==> src/rtl/accel_pkg.sv <==
// accel_pkg: shared types and default widths for the MAC stream reader.
//   mac_state_t  - reader FSM state encoding (IDLE / ACCUM / DONE)
//   DEF_*        - default operand, accumulator and term-count widths
package accel_pkg;

    localparam int unsigned DEF_SIZE     = 8;
    localparam int unsigned DEF_ACC_SIZE = 24;
    localparam int unsigned DEF_CNT_SIZE = 8;

    typedef enum logic [1:0] {
        IDLE  = 2'd0,
        ACCUM = 2'd1,
        DONE  = 2'd2
    } mac_state_t;

endpackage

==> src/rtl/mac_unit.sv <==
// mac_unit: signed multiply-accumulate register.
// Ports:
//   clk, reset  - rising-edge clock, synchronous active-high reset
//   clear       - zero the accumulator (wins over enable)
//   enable      - add sext(a*w) into the accumulator this edge
//   a, w        - signed SIZE-bit operands
//   acc         - ACC_SIZE-bit accumulator, wraps modulo 2^ACC_SIZE
module mac_unit
    import accel_pkg::*;
#(
    parameter int unsigned SIZE     = DEF_SIZE,
    parameter int unsigned ACC_SIZE = DEF_ACC_SIZE
) (
    input  logic                clk,
    input  logic                reset,
    input  logic                clear,
    input  logic                enable,
    input  logic [SIZE-1:0]     a,
    input  logic [SIZE-1:0]     w,
    output logic [ACC_SIZE-1:0] acc
);

    localparam int unsigned PROD_SIZE = 2 * SIZE;

    logic signed [PROD_SIZE-1:0] product;
    logic signed [ACC_SIZE-1:0]  term;

    // Operands are sign-extended to the product width before multiplying,
    // so the low PROD_SIZE bits are the exact signed product.
    assign product = PROD_SIZE'($signed(a)) * PROD_SIZE'($signed(w));
    assign term    = ACC_SIZE'(product);

    // Accumulator register; plain modular add, no saturation.
    always_ff @(posedge clk) begin
        if (reset) begin
            acc <= '0;
        end else if (clear) begin
            acc <= '0;
        end else if (enable) begin
            acc <= acc + $unsigned(term);
        end
    end

endmodule

==> src/rtl/mac_stream_reader.sv <==
// mac_stream_reader: pulls paired activation/weight words from two Fifos and
// accumulates their signed dot product over `length` terms.
// Ports:
//   clk, reset            - rising-edge clock, synchronous active-high reset
//   start, length         - begin a dot product of `length` terms (IDLE only)
//   a_data, a_empty       - activation Fifo head word and empty flag
//   a_read_update         - activation Fifo pop strobe
//   w_data, w_empty       - weight Fifo head word and empty flag
//   w_read_update         - weight Fifo pop strobe
//   result, result_valid  - dot-product result, held until accepted
//   result_ready          - downstream accepts result
//   busy                  - state is not IDLE
// Build option: define RELU_EN to clamp negative results to zero.
module mac_stream_reader
    import accel_pkg::*;
#(
    parameter int unsigned SIZE     = DEF_SIZE,
    parameter int unsigned ACC_SIZE = DEF_ACC_SIZE,
    parameter int unsigned CNT_SIZE = DEF_CNT_SIZE
) (
    input  logic                clk,
    input  logic                reset,
    input  logic                start,
    input  logic [CNT_SIZE-1:0] length,
    input  logic [SIZE-1:0]     a_data,
    input  logic                a_empty,
    output logic                a_read_update,
    input  logic [SIZE-1:0]     w_data,
    input  logic                w_empty,
    output logic                w_read_update,
    output logic [ACC_SIZE-1:0] result,
    output logic                result_valid,
    input  logic                result_ready,
    output logic                busy
);

    if (ACC_SIZE < 2 * SIZE) begin : g_bad_acc_size
        $error("mac_stream_reader: ACC_SIZE must be at least 2*SIZE");
    end

    mac_state_t          state;
    mac_state_t          next_state;
    logic [CNT_SIZE-1:0] remaining;
    logic [ACC_SIZE-1:0] acc;
    logic                pop;
    logic                accept_start;

    // Both Fifos pop together, and only when each has a word ready.
    assign pop          = (state == ACCUM) && !a_empty && !w_empty;
    assign accept_start = (state == IDLE) && start;

    assign a_read_update = pop;
    assign w_read_update = pop;

    // State register.
    always_ff @(posedge clk) begin
        if (reset) begin
            state <= IDLE;
        end else begin
            state <= next_state;
        end
    end

    // Next-state logic.
    always_comb begin
        next_state = state;
        case (state)
            IDLE: begin
                if (start) begin
                    next_state = (length == '0) ? DONE : ACCUM;
                end
            end
            ACCUM: begin
                if (pop && (remaining == CNT_SIZE'(1))) begin
                    next_state = DONE;
                end
            end
            DONE: begin
                if (result_ready) begin
                    next_state = IDLE;
                end
            end
            default: next_state = IDLE;
        endcase
    end

    // Terms still to be consumed; a zero-length start loads zero harmlessly.
    always_ff @(posedge clk) begin
        if (reset) begin
            remaining <= '0;
        end else if (accept_start) begin
            remaining <= length;
        end else if (pop) begin
            remaining <= remaining - CNT_SIZE'(1);
        end
    end

    mac_unit #(
        .SIZE     (SIZE),
        .ACC_SIZE (ACC_SIZE)
    ) u_mac_unit (
        .clk    (clk),
        .reset  (reset),
        .clear  (accept_start),
        .enable (pop),
        .a      (a_data),
        .w      (w_data),
        .acc    (acc)
    );

`ifdef RELU_EN
    // Negative sums clamp to zero.
    assign result = acc[ACC_SIZE-1] ? '0 : acc;
`else
    assign result = acc;
`endif

    assign result_valid = (state == DONE);
    assign busy         = (state != IDLE);

endmodule
==> config.mk <==
export PLATFORM = sky130hd
export DESIGN_NAME = mac_stream_reader
export DESIGN_NICKNAME = d
export VERILOG_FILES = /design/src/rtl/accel_pkg.sv /design/src/rtl/mac_unit.sv /design/src/rtl/mac_stream_reader.sv
export SDC_FILE = /design/constraint.sdc
export NUM_CORES = 1
export LEC_CHECK = 0
export ABC_AREA = 1
export BUFFER_PORTS_ARGS = -buffer_cell sky130_fd_sc_hd__buf_4
export CORE_MARGIN = 2
export CORE_UTILIZATION = 56
export CTS_BUF_LIST = sky130_fd_sc_hd__clkbuf_8 sky130_fd_sc_hd__clkbuf_16
export CTS_CLUSTER_SIZE = 25
export DETAILED_ROUTE_END_ITERATION = 8
export MAX_ROUTING_LAYER = met4
export PLACE_DENSITY = 0.89
export SYNTH_ARGS = -nofsm -noshare
export SYNTH_HDL_FRONTEND = slang
export SYNTH_HIERARCHICAL = 1
export SYNTH_SLANG_ARGS = --single-unit
==> constraint.sdc <==
create_clock -name clk -period 6 [get_ports clk]
set_input_delay 0.9 -clock clk [delete_from_list [all_inputs] [get_ports clk]]
set_output_delay 0.9 -clock clk [all_outputs]
set_load 0.1 [all_outputs]
==> out/summary.txt, run 1 <==
Power per Cell Area = 605 nW/µm²
Clock buffer depth = 2
Diodes inserted = 0
Drt pass-1 iters = 7
Slowest Stage Delay on Critical Path = 0.59 ns
Number of flops mapped to enable cells by yosys = 0
Remaining max-slew budget at the tightest pin = 0.517
Number of antenna violations at the first check in global routing = 0
Gpl congestion = 0.958
Reg-to-reg critical path startpoint = u_mac_unit/acc[0]$_SDFFE_PP0P_
DR vias = 6,062
First-iteration detailed-routing DRC count = 447
Worst-Skew Late Latency = 0.30 ns
Clock-pin slew on the worst setup and hold paths = 0.08 ns
Share of synthesized registers carrying an async set or reset = 0
Hold violation count in the final report = 0
Number of placed instances with taps included = 1,139
DRC violations left = 0
Required time at the endpoint of the critical path = 6.20 ns
Final instance count without filler cells = 1,151
IO buf count = 57
Die Footprint = 11,400 µm²
Number of warnings printed during yosys synthesis = 6
Total number of cells along the worst setup path = 29
Proportion of netlist area held by the largest area contributor = 0.189
Vias in the first global route = 5,813
Effective utilization at floorplan = 0.576
CTS tree = done
Congestion Overflow GR = 0
Fraction of final layout cells with drive strength greater than 1 = 0.255
Portion of the post-synthesis area used by sequential elements = 0.115
CTS H-Tree Depth = 2
Transition time at the pin with the least slew margin = 0.724 ns
Average vias per placed instance = 5.27
Filler Cells Inserted = 757
IR Drop Worst-Case VDD = 0.000743 V
Final HPWL DP = 11.4 mm
Per-cell routed wire length = 14.2 µm
TritonCTS Sinks = 34
Crit path capture = u_mac_unit/acc[22]$_SDFFE_PP0P_
P&R area growth vs syn = 26.8%
Number of nets with antenna violations after detailed routing = 0
Max cap viols = 0
Delay-heaviest family, CP = adder cells
Mapped cell area = 5920 µm²
Maximum number of pins on one net before global-route repair = 49
Critical R2R Capture = u_mac_unit/acc[22]$_SDFFE_PP0P_
Placeable Area = 10,300 µm²
Number of unique standard cell types used by synthesis = 45
Global-route wire length before repair = 24.6 mm
Post-synth top area cell = fa_1
Register-to-register setup slack = 3.62 ns
FP Rows = 37
Hold Buf Count CTS = 0
Max FO, Critical Path = 5
Critical Path Sink Type = flip-flop
Mean area per synthesized cell = 6.52 µm²
Top-Level Pins = 58
Total global routing track utilization = 0.267
Clock buffers created by TritonCTS = 5
Top achievable clock speed = 168 MHz
P_leak = 4.33 nW
Timing startpoint of the critical path = w_data[2]
Final max-slew violation count = 0
DIE HEIGHT = 107 µm
Status = completed
Most frequently used flop master after synthesis = dfxtp_1
Finish-stage setup viols = 0
CP arrival = 6.16 ns
Post-Route WL = 16.3 mm
Most area-consuming cells after synthesis = fa_1 (19%), inv_1 (14%), nand2_1 (14%), ha_1 (12%), dfxtp_1 (11%)
Clock Tree Root = clkbuf_8
Instance count of the mapped netlist = 908
Master of the slowest instance on the critical path = fa_1
Final Critical Period = 5.96 ns
Buffer and inverter count on the worst path = 9
Synthesized Nets = 1,050
Smallest hold slack = 0.481 ns
NumNets Final = 1,157
Crit path kind = in2reg
Flip-flop and latch count after synthesis = 34
Post-route fraction of the period consumed by the critical path = 0.993
Class of the worst hold path = reg2reg
Worst r2r path cells = 11
Setup Skew = 0.00972 ns
Die width = 107 µm
Category of the worst setup path launch point = primary input
[synth_stat cells, types with 5 or more instances]
master,n
inv_1,227
nand2_1,219
nor2_1,91
fa_1,56
ha_1,56
nand3_1,37
a21oi_1,36
dfxtp_1,34
o21ai_0,22
clkbuf_1,19
nand4_1,13
nand2_2,11
xor2_1,11
xnor2_1,10
inv_2,8
o21bai_1,6
a21oi_2,5
o211ai_1,5
[kinds of logic after synthesis]
family                     synth area share
and+or+nand+nor                       0.286
buffers and inverters                 0.168
adders and majority gates             0.308
AOI/OAI and AO/OA                    0.0921
DFF                                   0.115
xor gates and xnor gates             0.0311
[layer usage]
layer  share of wire  wire length (µm)  global-route usage
met1            0.38              6220               0.314
met2            0.52              8450               0.485
met3           0.058               943              0.0207
met4           0.042               680              0.0826
met5               0                 0                   -
[flip-flops by register name (all words and copies together), names as in the netlist]
register	count
remaining	8
state	2
u_mac_unit/acc	24
[worst min-delay path: stages, from the launching register on]
cell and delay [ns]:
dfxtp_1 0.31, nand2_1 0.06, a31oi_1 0.06
[cells in the final DEF, fill, tap and decap left out, drive strengths merged]
cell type	count
clkbuf	6
and2	1
clkinvlp	2
xnor2	10
nor2	99
a21boi	1
a31oi	4
dfxtp	34
xor2	11
inv	234
o21bai	6
bufinv	1
or2	2
nand3	39
nand4	13
o211ai	6
nand3b	1
nor3	4
ha	56
o21ai	27
nor4	1
o221ai	1
a21oi	41
a211oi	1
o31ai	1
nand2	231
o21a	1
buf	122
a21o	2
fa	56
clkinv	1
[layout make-up]
class	count	area [µm²]	area share
repair buffers	122	951	0.127
well taps	136	170	0.0227
flip-flops and latches	34	681	0.0906
clock inverters	1	30.0	0.00400
clock buffers	6	82.6	0.0110
inverters	236	892	0.119
repair inverters	1	7.51	0.000999
multi-input cells	615	4700	0.625
[power by group]
group	internal, mW	switching (mW)
sequential	0.239	0.0152
clock	0.133	0.0904
combinational	1.77	2.29
[what timing repair did]
item | in CTS | in global routing
gates cloned | 0 | 1
buffers inserted | 0 | 4
gates resized for setup | 1 | 108
setup endpoints to repair | 1 | 13
pin swaps | 0 | 64
[worst min path at each step]
stage / startpoint / endpoint / slack, ns / cells after the start
floorplan: remaining[1]$_SDFFE_PP0P_ / remaining[1]$_SDFFE_PP0P_ / 0.45 / 2
CTS: remaining[1]$_SDFFE_PP0P_ / remaining[1]$_SDFFE_PP0P_ / 0.48 / 2
global placement: remaining[1]$_SDFFE_PP0P_ / remaining[1]$_SDFFE_PP0P_ / 0.46 / 2
global route: remaining[1]$_SDFFE_PP0P_ / remaining[1]$_SDFFE_PP0P_ / 0.50 / 2
finish: remaining[1]$_SDFFE_PP0P_ / remaining[1]$_SDFFE_PP0P_ / 0.48 / 2
detailed placement: remaining[1]$_SDFFE_PP0P_ / remaining[1]$_SDFFE_PP0P_ / 0.47 / 2
[per-stage QoR]
stage / instance area [µm²] / utilization / setup WS [ns] / power (mW) / TNS [ns]
2_1_floorplan: 5920 / - / 0.0477 / 2.30 / 0
3_3_place_gp: 6870 / 0.668 / -0.185 / 3.23 / -1.27
3_5_place_dp: 6870 / 0.668 / -0.315 / 3.29 / -2.02
4_1_cts: 6990 / 0.680 / 0.00652 / 3.56 / 0
5_1_grt: 7510 / 0.731 / -0.255 / 4.92 / -1.28
6_report: 7510 / 0.731 / 0.0442 / 4.55 / 0
Note: power is estimated with default switching activity, not from simulation.
==> run 2: changes to the inputs <==
--- a/config.mk
+++ b/config.mk
@@ -13,7 +13,7 @@
 export CTS_CLUSTER_SIZE = 25
 export DETAILED_ROUTE_END_ITERATION = 8
 export MAX_ROUTING_LAYER = met4
-export PLACE_DENSITY = 0.89
+export PLACE_DENSITY_LB_ADDON = 0.25
 export SYNTH_ARGS = -nofsm -noshare
 export SYNTH_HDL_FRONTEND = slang
 export SYNTH_HIERARCHICAL = 1
==> out/summary.txt, run 2 (same netlist as run 1, synthesis figures left out) <==
Status = completed
Clock buffer depth = 2
IO buf count = 57
Fraction of final layout cells with drive strength greater than 1 = 0.244
Hold Buf Count CTS = 0
Global-route wire length before repair = 24.3 mm
Setup Skew = 0.0103 ns
DRC violations left = 0
P&R area growth vs syn = 26.7%
Gpl congestion = 0.912
Per-cell routed wire length = 12.8 µm
Vias in the first global route = 5,492
CTS H-Tree Depth = 2
NumNets Final = 1,174
Class of the worst hold path = reg2reg
Post-route fraction of the period consumed by the critical path = 0.968
Flip-flop count of the largest register, all copies and words added = 24
Transition time at the pin with the least slew margin = 0.716 ns
Combined area of the multi-input logic cells = 4610 µm²
TritonCTS Sinks = 34
Hold path cells = 2
DR vias = 5,764
Worst-Skew Late Latency = 0.30 ns
DIE HEIGHT = 107 µm
Category of the worst setup path launch point = primary input
Total global routing track utilization = 0.270
Critical Path Sink Type = flip-flop
Clock Tree Root = clkbuf_8
Clock-pin slew on the worst setup and hold paths = 0.07 ns
Most common cell after layout, fill and taps aside = inv_1
Die width = 107 µm
Hold violation count in the final report = 0
CP arrival = 6.02 ns
Storage cell area = 681 µm²
Congestion Overflow GR = 0
Max cap viols = 0
Clock buffers created by TritonCTS = 5
Beginning of the worst hold path = remaining[1]$_SDFFE_PP0P_
Worst r2r path cells = 8
Average vias per placed instance = 4.93
Die Footprint = 11,400 µm²
Final Critical Period = 5.81 ns
Required time at the endpoint of the critical path = 6.21 ns
Biggest registers after layout = u_mac_unit/acc x24, remaining x8, state x2
Final max-slew violation count = 0
Diodes inserted = 0
Filler Cells Inserted = 854
Final core utilization = 0.730
Critical R2R Capture = u_mac_unit/acc[14]$_SDFFE_PP0P_
Number of antenna violations at the first check in global routing = 0
IR Drop Worst-Case VDD = 0.000787 V
Remaining max-slew budget at the tightest pin = 0.523
Final instance count without filler cells = 1,169
Largest reg by FF count = u_mac_unit/acc
Slowest Stage Delay on Critical Path = 0.58 ns
Highest-count cells in the layout ignoring fill and taps = inv_1 (216), nand2_1 (207), buf_4 (138), nor2_1 (87), fa_1 (56)
Top-Level Pins = 58
P_leak = 4.39 nW
Most common cell type on the critical path = nand2_1
Drt pass-1 iters = 7
Placeable Area = 10,300 µm²
Effective utilization at floorplan = 0.576
Number of nets with antenna violations after detailed routing = 0
Maximum number of pins on one net before global-route repair = 49
Post-Route WL = 15.0 mm
CTS tree = done
Finish-stage setup viols = 0
First-iteration detailed-routing DRC count = 346
Register-to-register setup slack = 3.71 ns
Reg-to-reg critical path startpoint = state[0]$_SDFFE_PP0P_
Number of placed instances with taps included = 1,154
Top achievable clock speed = 172 MHz
Final HPWL DP = 11.6 mm
Master of the slowest instance on the critical path = fa_1
Max FO, Critical Path = 7
Crit path kind = in2reg
FP Rows = 37
Power per Cell Area = 582 nW/µm²
Worst min-delay path endpoint = remaining[1]$_SDFFE_PP0P_
-- run 2: changes by cell type in the layout (fill, tap and decap cells not counted), sizes merged --
cell | previous run | this run
inv | 234 | 236
bufinv | 1 | 0
buf | 122 | 139
clkinvlp | 2 | 0
clkinv | 1 | 3
-- run 2: timing repair --
action | in CTS | in global routing
resized for setup | 2 | 79
setup endpoints to repair | 3 | 13
pin swaps | 4 | 32
buffers inserted | 0 | 6
gates cloned | 0 | 1
-- run 2: power by group --
group	internal (mW)	total (mW)	switching [mW]
clock network	0.0909	0.182	0.0912
registers	0.239	0.255	0.0151
logic	1.76	3.93	2.17
-- run 2: per-stage QoR --
| stage | TNS [ns] | setup WS, ns | power (mW) | hold WS, ns | area [µm²] |
|---|---|---|---|---|---|
| after CTS | 0 | 0.0399 | 3.59 | 0.491 | 7080 |
| after detailed placement | -2.70 | -0.314 | 3.37 | 0.480 | 6980 |
| final | 0 | 0.190 | 4.37 | 0.492 | 7510 |
| after global routing | -0.302 | -0.0760 | 4.77 | 0.529 | 7510 |
| after floorplan | 0 | 0.0477 | 2.30 | 0.454 | 5920 |
| after global placement | -1.74 | -0.212 | 3.33 | 0.465 | 6980 |
-- run 2: area by class of cell --
type / instances / share of cell area
Multi-Input combinational cell: 615 / 0.614
Timing Repair Buffer: 139 / 0.141
Inverter: 236 / 0.119
Sequential cell: 34 / 0.0907
Tap cell: 136 / 0.0227
Clock buffer: 6 / 0.0110
Clock inverter: 2 / 0.00117
Timing Repair inverter: 1 / 0.000833
-- run 2: critical path: cells and delay by family --
kind                     cells  cell delay, ns
AO/OA/AOI/OAI                2            0.27
adder cells (fa/ha/maj)      6            2.57
buffers and inverters       12            1.04
AND/OR/NAND/NOR             14            1.26
-- run 2: worst max-delay path by stage --
stage	start	end	slack (ns)	depth (start not counted)
2_1_floorplan	a_data[7]	u_mac_unit/acc[23]$_SDFFE_PP0P_	0.05	29
3_3_place_gp	w_data[7]	u_mac_unit/acc[23]$_SDFFE_PP0P_	-0.21	31
3_5_place_dp	w_data[7]	u_mac_unit/acc[23]$_SDFFE_PP0P_	-0.31	31
4_1_cts	w_data[7]	u_mac_unit/acc[23]$_SDFFE_PP0P_	0.04	33
5_1_grt	a_data[7]	u_mac_unit/acc[22]$_SDFFE_PP0P_	-0.08	31
6_report	a_data[7]	u_mac_unit/acc[21]$_SDFFE_PP0P_	0.19	34
-- run 2: routing by layer --
metal	track usage	up-vias	wire length (µm)
li1	-	2969	-
met1	0.328	2613	6350
met2	0.487	150	7690
met3	0.0231	32	529
met4	0.0640	0	380
met5	-	-	0
==> run 3: changes to the inputs <==
--- a/config.mk
+++ b/config.mk
@@ -16,5 +16,4 @@
 export PLACE_DENSITY_LB_ADDON = 0.25
 export SYNTH_ARGS = -nofsm -noshare
 export SYNTH_HDL_FRONTEND = slang
-export SYNTH_HIERARCHICAL = 1
 export SYNTH_SLANG_ARGS = --single-unit
==> out/summary.txt, run 3 <==
Status = completed
Flip-flop count of the largest register, all copies and words added = 24
DIE HEIGHT = 106 µm
IO buf count = 57
Setup tns final = 0 ns
Clock buffer depth = 2
Die width = 106 µm
Final max-slew violation count = 0
TritonCTS Sinks = 34
Total global routing track utilization = 0.256
Number of antenna violations at the first check in global routing = 0
Maximum number of pins on one net before global-route repair = 37
Combined area of the multi-input logic cells = 4620 µm²
Mean area per synthesized cell = 6.66 µm²
Share of synthesized registers carrying an async set or reset = 0
Hold violation count in the final report = 0
Largest reg by FF count = u_mac_unit.acc
CTS H-Tree Depth = 2
Flip-flop and latch count after synthesis = 34
Remaining max-slew budget at the tightest pin = 0.580
Gpl congestion = 0.955
Class of the worst hold path = reg2reg
Mapped cell area = 5840 µm²
Average vias per placed instance = 5.06
Biggest registers after layout = u_mac_unit.acc x24, remaining x8, state x2
Portion of the post-synthesis area used by sequential elements = 0.117
Slowest Stage Delay on Critical Path = 0.51 ns
Vias in the first global route = 5,343
Max FO, Critical Path = 5
Synthesized Nets = 1,019
Clock buffers created by TritonCTS = 5
Effective utilization at floorplan = 0.571
Top-Level Pins = 58
Fraction of final layout cells with drive strength greater than 1 = 0.269
First-iteration detailed-routing DRC count = 331
IR Drop Worst-Case VDD = 0.000523 V
Number of unique standard cell types used by synthesis = 43
Instance count of the mapped netlist = 877
PnR worst setup slack = 0.157 ns
Most common cell type on the critical path = buf_4
Number of nets with antenna violations after detailed routing = 0
Clock Tree Root = clkbuf_8
Master of the slowest instance on the critical path = fa_1
Most common cell after layout, fill and taps aside = inv_1
Most frequent cell after synthesis = inv_1
Setup Skew = 0.0101 ns
CTS tree = done
Drt pass-1 iters = 5
P_leak = 4.14 nW
Most frequently used flop master after synthesis = dfxtp_1
Clock-pin slew on the worst setup and hold paths = 0.07 ns
Power, Total = 4.63 mW
Proportion of netlist area held by the largest area contributor = 0.192
Top cells by instance count after synthesis = inv_1 (214), nand2_1 (200), nor2_1 (73)
Post-route fraction of the period consumed by the critical path = 0.974
NumNets Final = 1,136
CP arrival = 6.07 ns
Transition time at the pin with the least slew margin = 0.629 ns
Highest-count cells in the layout ignoring fill and taps = inv_1 (206), nand2_1 (183), buf_4 (133), nor2_1 (62), fa_1 (56)
Congestion Overflow GR = 0
DRC violations left = 0
Category of the worst setup path launch point = primary input
Number of warnings printed during yosys synthesis = 0
Setup WS pre-CTS = -0.203 ns
Number of flops mapped to enable cells by yosys = 0
Per-cell routed wire length = 12.6 µm
Critical Path Sink Type = flip-flop
FP Rows = 37
Worst-Skew Late Latency = 0.29 ns
Global-route wire length before repair = 23.1 mm
Top achievable clock speed = 171 MHz
Placeable Area = 10,200 µm²
Final core utilization = 0.725
P&R area growth vs syn = 27.0%
Final HPWL DP = 11.2 mm
Post-synth top area cell = fa_1
Filler Cells Inserted = 797
Finish-stage setup viols = 0
DR vias = 5,713
Max cap viols = 0
Final Critical Period = 5.84 ns
Finished layout cell area = 7420 µm²
Post-Route WL = 14.2 mm
Placed Area = 6940 µm²
Required time at the endpoint of the critical path = 6.23 ns
Diodes inserted = 0
Die Footprint = 11,300 µm²
Most area-consuming cells after synthesis = fa_1 (19%), inv_1 (14%), nand2_1 (13%), ha_1 (12%), dfxtp_1 (12%)
Crit path kind = in2reg
Power per Cell Area = 625 nW/µm²
Storage cell area = 681 µm²
## run 3: cell count changes in the layout (fill, tap and decap cells not counted), moves of 4 or more
cell / previous run / this run
inv_2: 19 / 14
nor2_1: 87 / 62
inv_1: 216 / 206
nand2_2: 20 / 33
buf_4: 138 / 133
nor2_4: 4 / 9
o21ai_2: 1 / 5
nor2_2: 5 / 12
nand3_1: 33 / 27
nand2_1: 207 / 183
a31oi_1: 4 / 8
## run 3: repair_timing
item,4_1_cts,5_1_grt
endpoints found under the setup margin,0,12
buffers inserted,0,2
hold buffers,0,0
gates resized for setup,0,86
## run 3: cell families after synthesis
group	count (synthesis)	share of synthesized area
flops	34	0.117
fa+ha+maj	112	0.312
buf+inv	246	0.161
simple gates	364	0.275
xor+xnor	22	0.0330
compound gates	99	0.103
## run 3: path summary, 6_finish.rpt
kind / start / slack (ns) / depth (start not counted) / endpoint
max: a_data[7] / 0.16 / 32 / u_mac_unit.acc[15]$_SDFFE_PP0P_
min: u_mac_unit.acc[0]$_SDFFE_PP0P_ / 0.49 / 2 / u_mac_unit.acc[0]$_SDFFE_PP0P_
max reg2reg: state[1]$_SDFFE_PP0P_ / 3.78 / 8 / u_mac_unit.acc[2]$_SDFFE_PP0P_
min reg2reg: u_mac_unit.acc[0]$_SDFFE_PP0P_ / 0.49 / 2 / u_mac_unit.acc[0]$_SDFFE_PP0P_
## run 3: power by group
group          internal [mW]  switching, mW
clock                 0.0886         0.0843
combinational           1.78           2.39
sequential             0.258         0.0324
## run 3: cell type report
| class | instances | area share |
|---|---|---|
| Multi-Input combinational cell | 597 | 0.623 |
| Timing Repair Buffer | 135 | 0.139 |
| Inverter | 221 | 0.112 |
| Sequential cell | 34 | 0.0918 |
| Tap cell | 136 | 0.0229 |
| Clock buffer | 6 | 0.0111 |
## run 3: through the flow
step,std cells,hold slack [ns]
after floorplan,877,0.463
after global placement,1121,0.475
after detailed placement,1121,0.481
after CTS,1127,0.491
after global routing,1129,0.515
final,1129,0.490
## run 3: critical path, delay by kind of cell
kind | cells | cell delay (ns)
buffers and inverters | 13 | 1.23
AND/OR/NAND/NOR | 8 | 0.67
AO/OA/AOI/OAI | 4 | 0.56
XOR/XNOR | 1 | 0.13
adder cells (fa/ha/maj) | 6 | 2.56
## run 3: routing by layer
layer  up-vias  global-route usage  part of all wire
met2       158               0.417              0.48
met5         -                   -                 0
li1       2888                   -                 -
met1      2655               0.340              0.45
met3        12              0.0454             0.065
met4         0              0.0451            0.0080
